<file path="src/rtl/delay_timer_arbiter.sv">
// Shared tick-driven delay timer: round-robin arbitration among N_REQ requesters,
// duration latched at grant, one-cycle done pulse to the owner on expiry.
module delay_timer_arbiter #(
    parameter int unsigned N_REQ = 4,
    parameter int unsigned CNT_W = 13
) (
    input  logic                   clk_50M,
    input  logic                   i_Reset,
    input  logic                   i_Tick,
    input  logic [N_REQ-1:0]       i_Req,
    input  logic [N_REQ*CNT_W-1:0] i_Dur,
    input  logic                   i_Abort,
    output logic [N_REQ-1:0]       o_Grant,
    output logic [N_REQ-1:0]       o_Done,
    output logic                   o_Busy,
    output logic [CNT_W-1:0]       o_Remaining
);

    localparam int unsigned PTR_W = (N_REQ > 1) ? $clog2(N_REQ) : 1;
    localparam int unsigned IDX_W = PTR_W + 1;

    typedef enum logic [1:0] {StIdle, StRun, StDone} state_e;

    state_e             r_state, w_state_nxt;
    logic [PTR_W-1:0]   r_ptr, w_ptr_nxt;
    logic [PTR_W-1:0]   r_owner, w_owner_nxt;
    logic [PTR_W-1:0]   w_owner_inc;
    logic [N_REQ-1:0]   r_grant, w_grant_nxt;
    logic [N_REQ-1:0]   r_done, w_done_nxt;
    logic [CNT_W-1:0]   r_rem, w_rem_nxt;
    logic               r_busy;
    logic               w_found;
    logic [PTR_W-1:0]   w_sel;
    logic [PTR_W-1:0]   w_cand;
    logic [IDX_W-1:0]   w_idx;
    logic [CNT_W-1:0]   w_dur_sel;

    // First requester at or after the pointer, wrapping around.
    always_comb begin
        w_found = 1'b0;
        w_sel   = '0;
        w_idx   = '0;
        w_cand  = '0;
        for (int i = 0; i < N_REQ; i++) begin
            w_idx = {1'b0, r_ptr} + IDX_W'(i);
            if (w_idx >= IDX_W'(N_REQ)) begin
                w_idx = w_idx - IDX_W'(N_REQ);
            end
            w_cand = w_idx[PTR_W-1:0];
            if (!w_found && i_Req[w_cand]) begin
                w_found = 1'b1;
                w_sel   = w_cand;
            end
        end
    end

    always_comb begin
        w_dur_sel = '0;
        for (int k = 0; k < N_REQ; k++) begin
            if (w_sel == PTR_W'(k)) begin
                w_dur_sel = i_Dur[k*CNT_W +: CNT_W];
            end
        end
    end

    assign w_owner_inc = (r_owner == PTR_W'(N_REQ - 1)) ? '0 : r_owner + PTR_W'(1);

    always_comb begin
        w_state_nxt = r_state;
        w_ptr_nxt   = r_ptr;
        w_owner_nxt = r_owner;
        w_grant_nxt = r_grant;
        w_done_nxt  = '0;
        w_rem_nxt   = r_rem;
        unique case (r_state)
            StIdle: begin
                if (w_found) begin
                    // A zero duration still spends its grant cycle in RUN, expiring next edge.
                    w_state_nxt = StRun;
                    w_owner_nxt = w_sel;
                    w_grant_nxt = N_REQ'(1) << w_sel;
                    w_rem_nxt   = w_dur_sel;
                end
            end
            StRun: begin
                if (i_Abort || !i_Req[r_owner]) begin
                    w_state_nxt = StIdle;
                    w_grant_nxt = '0;
                    w_rem_nxt   = '0;
                    w_ptr_nxt   = w_owner_inc;
                end else if (r_rem == '0) begin
                    w_state_nxt = StDone;
                    w_done_nxt  = r_grant;
                end else if (i_Tick) begin
                    w_rem_nxt = r_rem - CNT_W'(1);
                    if (r_rem == CNT_W'(1)) begin
                        w_state_nxt = StDone;
                        w_done_nxt  = r_grant;
                    end
                end
            end
            StDone: begin
                w_state_nxt = StIdle;
                w_grant_nxt = '0;
                w_ptr_nxt   = w_owner_inc;
            end
            default: begin
                w_state_nxt = StIdle;
                w_grant_nxt = '0;
                w_rem_nxt   = '0;
            end
        endcase
    end

    always_ff @(posedge clk_50M or posedge i_Reset) begin
        if (i_Reset) begin
            r_state <= StIdle;
            r_ptr   <= '0;
            r_owner <= '0;
            r_grant <= '0;
            r_done  <= '0;
            r_rem   <= '0;
            r_busy  <= 1'b0;
        end else begin
            r_state <= w_state_nxt;
            r_ptr   <= w_ptr_nxt;
            r_owner <= w_owner_nxt;
            r_grant <= w_grant_nxt;
            r_done  <= w_done_nxt;
            r_rem   <= w_rem_nxt;
            r_busy  <= (w_state_nxt != StIdle);
        end
    end

    assign o_Grant     = r_grant;
    assign o_Done      = r_done;
    assign o_Busy      = r_busy;
    assign o_Remaining = r_rem;

endmodule

</file>
<file path="config.mk">
export PLATFORM = sky130hd
export DESIGN_NAME = delay_timer_arbiter
export DESIGN_NICKNAME = d
export VERILOG_FILES = /design/src/rtl/delay_timer_arbiter.sv
export SDC_FILE = /design/constraint.sdc
export NUM_CORES = 1
export LEC_CHECK = 0
export CORE_MARGIN = 2
export CORE_UTILIZATION = 25
export DETAILED_ROUTE_END_ITERATION = 8
export SETUP_SLACK_MARGIN = 0.15
export SYNTH_ARGS = -nofsm -noshare
export SYNTH_HDL_FRONTEND = slang
export SYNTH_SLANG_ARGS = --single-unit
</file>
<file path="constraint.sdc">
create_clock -name clk_50M -period 4 [get_ports clk_50M]
set_clock_uncertainty 0.15 [all_clocks]
set_input_delay 0.8 -clock clk_50M [delete_from_list [all_inputs] [get_ports clk_50M]]
set_output_delay 0.8 -clock clk_50M [all_outputs]
set_load 0.005 [all_outputs]
</file>
# Word level (Yosys, flattened, before mapping)
# Cells that the tools add are included.
# word_totals
regBits,28
output_inout_bits,22
word_cells,103
# classes
addsub,9
order_cmp,9
n_eq_ne,11
n_shift,1
muxes,48
bitwise_logic,1
reduce_logical,17
# op_table
operator,n
13-bit two-way mux,8
13-bit case mux with 3 select lines,1
2-bit two-way mux,15
4-bit two-way mux,7
"2-bit by 3-bit < comparator with 1-bit output, second input constant",5
"13-bit by 1-bit equality test with 1-bit output, second input constant",1
13-bit logical NOT,1
"13-bit by 1-bit subtractor with 13-bit output, second input constant",1
1-bit binary-select mux with 2-bit select,5
"3-bit >= comparator, second input constant",3
1-bit two-way mux,9
"2-bit equality test, second input constant",4
2-bit case mux with 2 select lines,2
4-bit case mux with 2 select lines,1
"2-bit by 1-bit subtractor with 2-bit output, second input constant",4
"2-bit by 2-bit adder with 3-bit output, second input constant",2
"3-bit inequality test, second input constant",2
2-bit AND reduction,3
"2-bit by 1-bit equality test with 1-bit output, second input constant",2
1-bit logical NOT,4
2-bit logical NOT,2
"2-bit inequality test, second input constant",2
4-bit AND reduction,1
2-bit nonzero test,2
7 further kinds,9

# Longest topological paths before layout
# Gate-level depths: netlist (run 1).
# depth
depth_word,21
mapped_depth,9
depth_no_buf,8

# Worst setup path after synthesis (run 1)
# No wires, ideal clock.
# synth_path
path_kind,input to register
from,input port i_Req[3]
to,register r_rem[4] (netlist: o_Remaining[4])
arrival_time_ps,2367
t_required_ps,3719
setup_slack_ps,1352
path_stages,7
n_path_buf,1
path_cell_list,mux4_2 > and3_4 > o32a_2 > a21boi_4 > buf_6 > a32oi_1 > o21ai_1
# synth_between
elab_chain_len,19
# synth_lines
item,line_no,source
start: declaration,10,"input logic [N_REQ-1:0] i_Req,"
1-bit binary-select mux with 2-bit select,50,if (!w_found && i_Req[w_cand]) begin
1-bit two-way mux (not written as such),50,
1-bit two-way mux,50,
1-bit logical NOT,50,
1-bit logical AND,50,
1-bit two-way mux,50,
1-bit logical NOT,50,
1-bit logical AND,50,
1-bit two-way mux,50,
1-bit logical NOT,50,
1-bit logical AND,50,
2-bit two-way mux,50,
2-bit logical NOT,60,if (w_sel == PTR_W'(k)) begin
13-bit two-way mux (4 in series),60,
13-bit two-way mux,77,if (w_found) begin
13-bit case mux with 3 select lines,75,unique case (r_state)
end signal: assignment,130,r_rem <= w_rem_nxt;
end: declaration,30,"logic [CNT_W-1:0] r_rem, w_rem_nxt;"
# Several ways; a longest one is shown, not always the timed one. The select of a mux whose other input is x is not followed.
# A chain may end at the register's enable or synchronous reset.

# Worst setup path after layout (run 1)
# layout_path
from,input port i_Req[3]
to,register r_rem[3] (netlist: o_Remaining[3])
# The elaborated chain is that of the path after synthesis.

==> results of run 1 <==
## logic make-up (layout without fill, tap and decap cells)
| group | Yosys count | in the layout | share of synthesized area, % |
|---|---|---|---|
| fa+ha+maj | 4 | 4 | 2.54 |
| buf+inv | 17 | 97 | 4.07 |
| mux | 11 | 11 | 6.42 |
| simple gates | 83 | 83 | 23.6 |
| compound gates | 72 | 72 | 27.3 |
| xor+xnor | 1 | 1 | 0.445 |
| flops | 28 | 28 | 35.6 |
## where the power goes
| group | total [W] | switching [W] | internal (W) |
|---|---|---|---|
| combinational | 0.000960 | 0.000471 | 0.000490 |
| sequential | 0.000528 | 0.000142 | 0.000385 |
| clock | 0.000230 | 0.0000961 | 0.000134 |
## placed cells by master, fill, tap and decap left out, drive strengths merged, types with 2 or more instances in the layout
cell	count
a211oi	2
and3	2
clkbuf	3
nor2	21
o21bai	2
o32ai	2
o211a	2
and2b	4
o21ai	13
o31ai	4
a22o	4
clkdlybuf4s50	81
and2	7
mux2i	7
a21oi	7
or4	4
or3	4
nand3	7
o22a	2
o211ai	8
nor3	5
nor4	4
o22ai	6
ha	4
mux2	3
buf	2
nand2	16
a211o	7
o221ai	2
inv	10
dfrtp	28
## state kept, by name (all words and copies together), names as in the netlist
signal,flops
o_Done,4
r_owner,2
o_Busy,1
o_Remaining,13
o_Grant,4
r_state,2
r_ptr,2
## critical path: stages
cell             delay, ps
clkdlybuf4s50_1        590
and2b_1                210
or4b_4                 500
and2_4                 250
mux2_2                 290
a221oi_1               400
o31ai_1                130
## worst min path at each step
stage | from | endpoint | slack [ps] | cells after the start
final | o_Grant[0]$_DFFE_PP0P_ | o_Done[0]$_DFF_PP0_ | 380 | 1
after global routing | o_Grant[0]$_DFFE_PP0P_ | o_Done[0]$_DFF_PP0_ | 400 | 1
after CTS | o_Grant[0]$_DFFE_PP0P_ | o_Done[0]$_DFF_PP0_ | 380 | 1
after detailed placement | o_Grant[0]$_DFFE_PP0P_ | o_Done[0]$_DFF_PP0_ | 350 | 1
after global placement | o_Grant[0]$_DFFE_PP0P_ | o_Done[0]$_DFF_PP0_ | 350 | 1
after floorplan | r_owner[1]$_DFFE_PP0P_ | r_owner[1]$_DFFE_PP0P_ | 330 | 2
## area by class of cell
type / instances / area (um2)
Sequential cell: 28 / 701
Clock buffer: 3 / 41.3
Timing Repair Buffer: 83 / 826
Multi-Input combinational cell: 171 / 1190
Tap cell: 102 / 128
Clock inverter: 1 / 30.0
Inverter: 10 / 37.5
Fill cell: 806 / 4740
## metrics by stage
stage          total power, W  setup slack, ps  util (%)
2_1_floorplan         0.00110             1350         -
3_3_place_gp          0.00149              543      37.5
3_5_place_dp          0.00149              494      37.5
4_1_cts               0.00173              806      38.4
5_1_grt               0.00184              668      38.4
6_report              0.00172              820      38.4
## routing by layer
layer	GRT usage (%)	wire (um)
met2	23.5	3050
met4	2.57	38
met5	0	0
met1	21.1	2940
met3	2.77	427
==> key figures, run 1 <==
Outcome
  • Status: finished clean

Setup path
  • Crit path to: o_Remaining[3]$_DFFE_PP0P_
  • CP max FO: 12
  • Setup Crit Path Kind: input port to register
  • R2R Path Start: o_Remaining[6]$_DFFE_PP0P_
  • Worst Path Required: 4000 ps
  • Crit. End Element: register
  • RR Endpoint: o_Remaining[11]$_DFFE_PP0P_
  • Worst Setup SP: i_Req[3]
  • Reg2Reg Setup Slack: 1380 ps
  • R2R depth: 6
  • Worst path arrival time: 3180 ps
  • Critical Path Source Type: input port

Synth
  • Synth Register Bits: 28
  • Avg Synthesized Cell Area: 9.11 um2
  • Main area contributors after synthesis: dfrtp_1 36%, nor2_1 4.0%, mux2i_1 3.6%
  • Syn nets: 280
  • YS warnings: 0
  • Top-area cell type share of the netlist area: 35.6%
  • Ys flop type: dfrtp_1
  • Post-synth ARST share: 100%
  • Cell with the most instances after synthesis: dfrtp_1
  • Synthesized area: 1970 um2
  • Synth cell types: 57
  • Sequential area share after synthesis: 35.6%
  • Cells after Synth: 216
  • Largest area contributor in the netlist: dfrtp_1
  • List of most frequent post-synthesis cells: 28 x dfrtp_1, 21 x nor2_1, 16 x nand2_1
  • Number of synthesized flops with an enable pin: 0

Power and ir drop
  • Power per cell area: 582 nW/um2
  • VDD IR max: 230 uV
  • Leakage power: 1.22 nW

CTS
  • # resized after CTS: 0
  • Post-CTS setup buffers: 0
  • Clock Latency Late Sink: 280 ps
  • Clock slew at reported path FFs: 100 ps
  • Clock Sinks: 28
  • CTS Buf Count: 3
  • H-tree levels: 1
  • Clock Path Buffers: 2
  • Root Driver: clkbuf_8
  • Cts hold-fix bufs: 0
  • TritonCTS clock tree: yes

Timing
  • Minimum clock period: 3180 ps
  • Final setup viols: 0
  • Max Fclk: 314 MHz
  • Final Hold Fails: 0
  • RSZ-0062 raised after global routing: no
  • Period utilization: 79.5%
  • Worst rel slew slack: 53.2%
  • Hold Slack: 378 ps
  • Measured slew at the worst slew-check pin: 696 ps
  • Setup TNS: 0 ps
  • Max-slew violation count: 0

Floorplan
  • Initial Utilization: 25.6%
  • Die area: 8600 um2
  • # rows: 32
  • Die H: 92.7 um
  • Io pins: 82
  • Core box area: 7690 um2
  • Die width: 92.7 um

Global route
  • First-pass GRT wire length: 10100 um
  • Initial antenna violation count: 0
  • Vias in the first global route: 1944
  • Total Routing Usage GR: 14.7%
  • Grt total ovfl: 0
  • Pin count of the biggest net entering global routing: 29

Run
  • Max_cap viols: 0

Place
  • DP Wirelength: 4940 um
  • Port-buffer cells: 81
  • Placed instance area: 2880 um2
  • Placer Congestion: 0.817
  • Placed insts: 394

Layout
  • Final instance area: 2950 um2
  • # nets final: 361
  • # diodes: 0
  • Share of post-route cells with drive strength above 1: 7.09%
  • Area Growth Syn to Fin: 49.9%
  • Final cell count without fillers: 398

Worst hold path
  • HP Class: register to register

Detailed routing
  • WL/cell: 16.2 um
  • Detail Route Antenna Nets: 0
  • Residual DRC: 0
  • Routed via count: 2055
  • Initial DRC count: 101
  • Final wirelength: 6450 um
  • Routed vias/inst: 5.16
  • Drt first pass iters: 4
Note: power is estimated with default switching activity, not from simulation.
==> run 2, diff against run 1 <==
==> constraint.sdc (replaced) <==
create_clock -name clk_50M -period 2.86 [get_ports clk_50M]
set_clock_uncertainty 0.15 [all_clocks]
set_input_delay 0.572 -clock clk_50M [delete_from_list [all_inputs] [get_ports clk_50M]]
set_output_delay 0.572 -clock clk_50M [all_outputs]
set_load 0.005 [all_outputs]
==> key figures, run 2 (synthesis results as in run 1) <==
Outcome
  • Status: finished clean

Global route
  • Total Routing Usage GR: 15.8%
  • Vias in the first global route: 2161
  • First-pass GRT wire length: 10700 um
  • Grt total ovfl: 0
  • Pin count of the biggest net entering global routing: 29
  • Initial antenna violation count: 0

Detailed routing
  • Drt first pass iters: 4
  • Residual DRC: 0
  • Final wirelength: 6730 um
  • Routed vias/inst: 5.03
  • Detail Route Antenna Nets: 0
  • WL/cell: 15.6 um
  • Initial DRC count: 138
  • Routed via count: 2161

Timing
  • Worst rel slew slack: 62.0%
  • Minimum clock period: 2520 ps
  • RSZ-0062 raised after global routing: no
  • Measured slew at the worst slew-check pin: 556 ps
  • Final Hold Fails: 0
  • Final setup viols: 0
  • Worst setup margin: 337 ps
  • Max-slew violation count: 0
  • Max Fclk: 396 MHz
  • Period utilization: 88.2%
  • Setup TNS: 0 ps

Place
  • Placed instance area: 3120 um2
  • DP Wirelength: 5400 um
  • Pre-CTS setup slack: -174 ps
  • Placer Congestion: 0.830
  • Port-buffer cells: 81

CTS
  • Clock Path Buffers: 2
  • Clock Latency Late Sink: 280 ps
  • Root Driver: clkbuf_8
  • Clock Sinks: 28
  • CTS Buf Count: 3
  • Cts hold-fix bufs: 0
  • Clock slew at reported path FFs: 100 ps
  • H-tree levels: 1
  • TritonCTS clock tree: yes

Floorplan
  • Initial Utilization: 25.6%
  • Die area: 8600 um2
  • Core box area: 7690 um2
  • Die width: 92.7 um
  • Io pins: 82
  • Die H: 92.7 um
  • # rows: 32

Setup path
  • Critical Path Source Type: input port
  • Crit. End Element: register
  • Reg2Reg Setup Slack: 430 ps
  • CP max FO: 8
  • RR Endpoint: o_Remaining[6]$_DFFE_PP0P_
  • R2R depth: 7
  • Worst path arrival time: 2530 ps
  • R2R Path Start: o_Remaining[0]$_DFFE_PP0P_
  • Worst Path Required: 2860 ps
  • Setup Crit Path Kind: input port to register

Layout
  • # fillers: 785
  • Area Growth Syn to Fin: 63.9%
  • Share of post-route cells with drive strength above 1: 17.4%
  • # diodes: 0
  • Max FFs per register: 13
  • Final instance area: 3230 um2
  • Most frequent cells in the layout: 77 x clkdlybuf4s50_1, 33 x buf_4, 28 x dfrtp_1
  • # nets final: 393
  • Commonest non-fill, non-tap cell in the layout: clkdlybuf4s50_1

Worst hold path
  • HP Start: o_Grant[2]$_DFFE_PP0P_
  • Hold depth: 1
  • Hold Path Sink: o_Done[2]$_DFF_PP0_
  • HP Class: register to register

Run
  • Max_cap viols: 0

Power and ir drop
  • Power per cell area: 817 nW/um2
  • VDD IR max: 295 uV
  • Leakage power: 1.40 nW
run 2: worst max-delay path by stage:
stage / start / end / slack (ps)
2_1_floorplan: i_Req[3] / o_Remaining[4]$_DFFE_PP0P_ / 440
3_3_place_gp: i_Req[2] / o_Remaining[3]$_DFFE_PP0P_ / -150
3_5_place_dp: i_Req[2] / o_Remaining[3]$_DFFE_PP0P_ / -170
4_1_cts: i_Req[3] / o_Remaining[6]$_DFFE_PP0P_ / 140
5_1_grt: o_Remaining[1]$_DFFE_PP0P_ / o_Remaining[8]$_DFFE_PP0P_ / 240
6_report: i_Req[2] / o_Remaining[6]$_DFFE_PP0P_ / 340
run 2: power breakdown:
group / internal, W / switching (W) / total (W)
Sequential: 0.000539 / 0.000205 / 0.000744
Combinational: 0.000870 / 0.000701 / 0.00157
Clock: 0.000188 / 0.000132 / 0.000319
Total: 0.00160 / 0.00104 / 0.00263
run 2: repair_timing:
item / 4_1_cts / 5_1_grt
endpoints found under the setup margin: 3 / 9
buffers inserted: 2 / 0
resized for setup: 5 / 4
pin swaps: 4 / 4
run 2: worst max-delay path, stage by stage:
cell and delay (ps):
dlygate4sd2_1 270, buf_4 140, nor2b_1 130, or4_4 480, and2_4 220, a2111oi_0 570
o32ai_2 140
run 2: cell type report:
class	instances	area (um2)	share of cell area, %
well taps	102	128	3.96
flip-flops and latches	28	701	21.7
clock inverters	1	30.0	0.931
multi-input cells	171	1210	37.4
inverters	10	37.5	1.16
repair buffers	115	1080	33.5
clock buffers	3	41.3	1.28
run 2: per-stage QoR:
| step | hold slack (ps) | instances | total power (W) | utilization [%] |
|---|---|---|---|---|
| final | 391 | 430 | 0.00263 | 42.0 |
| after global routing | 423 | 430 | 0.00283 | 42.0 |
| after CTS | 403 | 430 | 0.00263 | 41.8 |
| after detailed placement | 373 | 424 | 0.00228 | 40.5 |
| after global placement | 371 | 424 | 0.00226 | 40.5 |
| after floorplan | 333 | 216 | 0.00153 | - |
run 2: layer usage:
metal	GRT usage (%)	part of all wire, %	vias to the layer above
li1	-	-	1053
met1	21.6	45	1034
met2	26.0	49	70
met3	2.52	5.3	4
met4	3.92	0.65	0
met5	0	0	-
==> run 3, diff against run 2 <==
==> constraint.sdc (replaced) <==
create_clock -name clk_50M -period 3.04 [get_ports clk_50M]
set_clock_uncertainty 0.15 [all_clocks]
set_input_delay 0.608 -clock clk_50M [delete_from_list [all_inputs] [get_ports clk_50M]]
set_output_delay 0.608 -clock clk_50M [all_outputs]
set_load 0.05 [all_outputs]
==> key figures, run 3 (synthesis results as in run 1) <==
Outcome
  • Status: finished clean

Place
  • Port-buffer cells: 81
  • Placer Congestion: 0.825
  • Pre-CTS setup slack: -9.62 ps
  • DP Wirelength: 5200 um

Setup path
  • Critical Path Source Type: input port
  • Max stage delay cell, worst path: or4_1
  • R2R depth: 6
  • CP max FO: 13
  • Critical path buffers and inverters: 1
  • Setup Crit Path Kind: input port to register
  • Most used cell, CP: o211ai_1
  • Reg2Reg Setup Slack: 600 ps
  • Crit path cell chain: clkdlybuf4s50_1 > or4_1 > o211ai_1 > o32a_2 > a21boi_4 > o21ai_0 > o211ai_1
  • Worst Path Required: 3090 ps
  • Top Family by Delay on Critical Path: compound AO/OA/AOI/OAI gates
  • Worst path arrival time: 2810 ps
  • Crit. End Element: register
  • R2R Path Start: o_Remaining[6]$_DFFE_PP0P_
  • Crit path largest cell delay: 600 ps
  • RR Endpoint: o_Done[3]$_DFF_PP0_

Power and ir drop
  • VDD IR max: 257 uV
  • Power per cell area: 874 nW/um2
  • Leakage power: 1.26 nW

Floorplan
  • Die width: 92.7 um
  • Io pins: 82
  • Initial Utilization: 25.6%
  • # rows: 32
  • Die area: 8600 um2
  • Core box area: 7690 um2
  • Die H: 92.7 um

Timing
  • Setup TNS: 0 ps
  • Final setup viols: 0
  • Worst setup margin: 284 ps
  • Max Fclk: 363 MHz
  • Worst rel slew slack: 60.2%
  • Final Hold Fails: 0
  • Minimum clock period: 2760 ps
  • Max-slew violation count: 0
  • Period utilization: 90.7%
  • RSZ-0062 raised after global routing: no
  • Measured slew at the worst slew-check pin: 591 ps

Detailed routing
  • Routed via count: 2071
  • Initial DRC count: 86
  • Detail Route Antenna Nets: 0
  • WL/cell: 15.8 um
  • Final wirelength: 6420 um
  • Residual DRC: 0
  • Drt first pass iters: 4
  • Routed vias/inst: 5.09

Global route
  • Initial antenna violation count: 0
  • Grt total ovfl: 0
  • Pin count of the biggest net entering global routing: 29
  • Vias in the first global route: 2098
  • First-pass GRT wire length: 10300 um
  • Total Routing Usage GR: 15.2%

Worst hold path
  • HP Start: o_Grant[3]$_DFFE_PP0P_
  • Hold Path Sink: o_Grant[3]$_DFFE_PP0P_
  • HP Class: register to register
  • Hold depth: 1

Layout
  • Most frequent cells in the layout: 81 x clkdlybuf4s50_1, 28 x dfrtp_1, 21 x nor2_1
  • Share of post-route cells with drive strength above 1: 10.2%
  • # diodes: 0
  • Commonest non-fill, non-tap cell in the layout: clkdlybuf4s50_1
  • Area Growth Syn to Fin: 53.7%
  • Max FFs per register: 13
  • # nets final: 370

CTS
  • Post-CTS setup buffers: 0
  • Clock Sinks: 28
  • Root Driver: clkbuf_8
  • Clock Path Buffers: 2
  • Clock Latency Late Sink: 280 ps
  • Cts hold-fix bufs: 0
  • # resized after CTS: 0
  • H-tree levels: 1
  • Clock slew at reported path FFs: 100 ps
  • TritonCTS clock tree: yes
  • CTS Buf Count: 3

Run
  • Max_cap viols: 0
-- run 3: cell count changes in the layout (fill, tap and decap cells not counted), sizes merged --
cell / change
buf: -23
clkdlybuf4s50: +4
dlygate4sd2: -2
dlymetal6s2s: -2
-- run 3: area by class of cell --
class	instances	area, um2
fill	784	4660
multi-input combinational	171	1190
timing repair buffer	92	893
sequential	28	701
tap	102	128
clock buffer	3	41.3
inverter	10	37.5
clock inverter	1	30.0
-- run 3: how the worst max path moves through the flow --
| stage | from | endpoint | slack (ps) | depth (start not counted) |
|---|---|---|---|---|
| final | i_Req[1] | o_Remaining[10]$_DFFE_PP0P_ | 280 | 7 |
| after global routing | i_Req[0] | o_Remaining[11]$_DFFE_PP0P_ | 150 | 7 |
| after CTS | i_Req[2] | o_Remaining[3]$_DFFE_PP0P_ | 290 | 7 |
| after detailed placement | i_Req[2] | o_Remaining[3]$_DFFE_PP0P_ | -10 | 7 |
| after global placement | i_Req[2] | o_Remaining[4]$_DFFE_PP0P_ | 40 | 7 |
| after floorplan | i_Req[3] | o_Remaining[8]$_DFFE_PP0P_ | 560 | 7 |
-- run 3: metal layers --
metal  part of all wire (%)  GRT usage, %  wire, um  vias to the layer above
met5                      0             0         0                        -
met4                    1.8          4.41       118                        0
met3                    4.8          2.28       311                       11
met2                     47          24.5      3000                       62
met1                     47          21.2      2990                      989
li1                       -             -         -                     1009
-- run 3: where the power goes --
group	total, W	switching (W)	internal, W
Clock	0.000297	0.000121	0.000176
Combinational	0.00165	0.000957	0.000695
Sequential	0.000695	0.000188	0.000507
Total	0.00264	0.00127	0.00138
-- run 3: metrics by stage --
stage                     utilization, %  hold WS (ps)  cells  cell area [um2]  power (W)
after floorplan                        -           333    216             1970    0.00178
after CTS                           39.3           394    407             3020    0.00265
after detailed placement            38.3           371    403             2950    0.00234
final                               39.3           388    407             3020    0.00264
after global placement              38.3           371    403             2950    0.00234
after global routing                39.3           421    407             3020    0.00283
-- run 3: worst register-to-register path: stages (launching register included) --
cell and delay, ps:
dfrtp_1 470, nor4_1 580, nand2_1 130, or3_1 380
nor4_1 300, and2b_1 230, and2_1 140
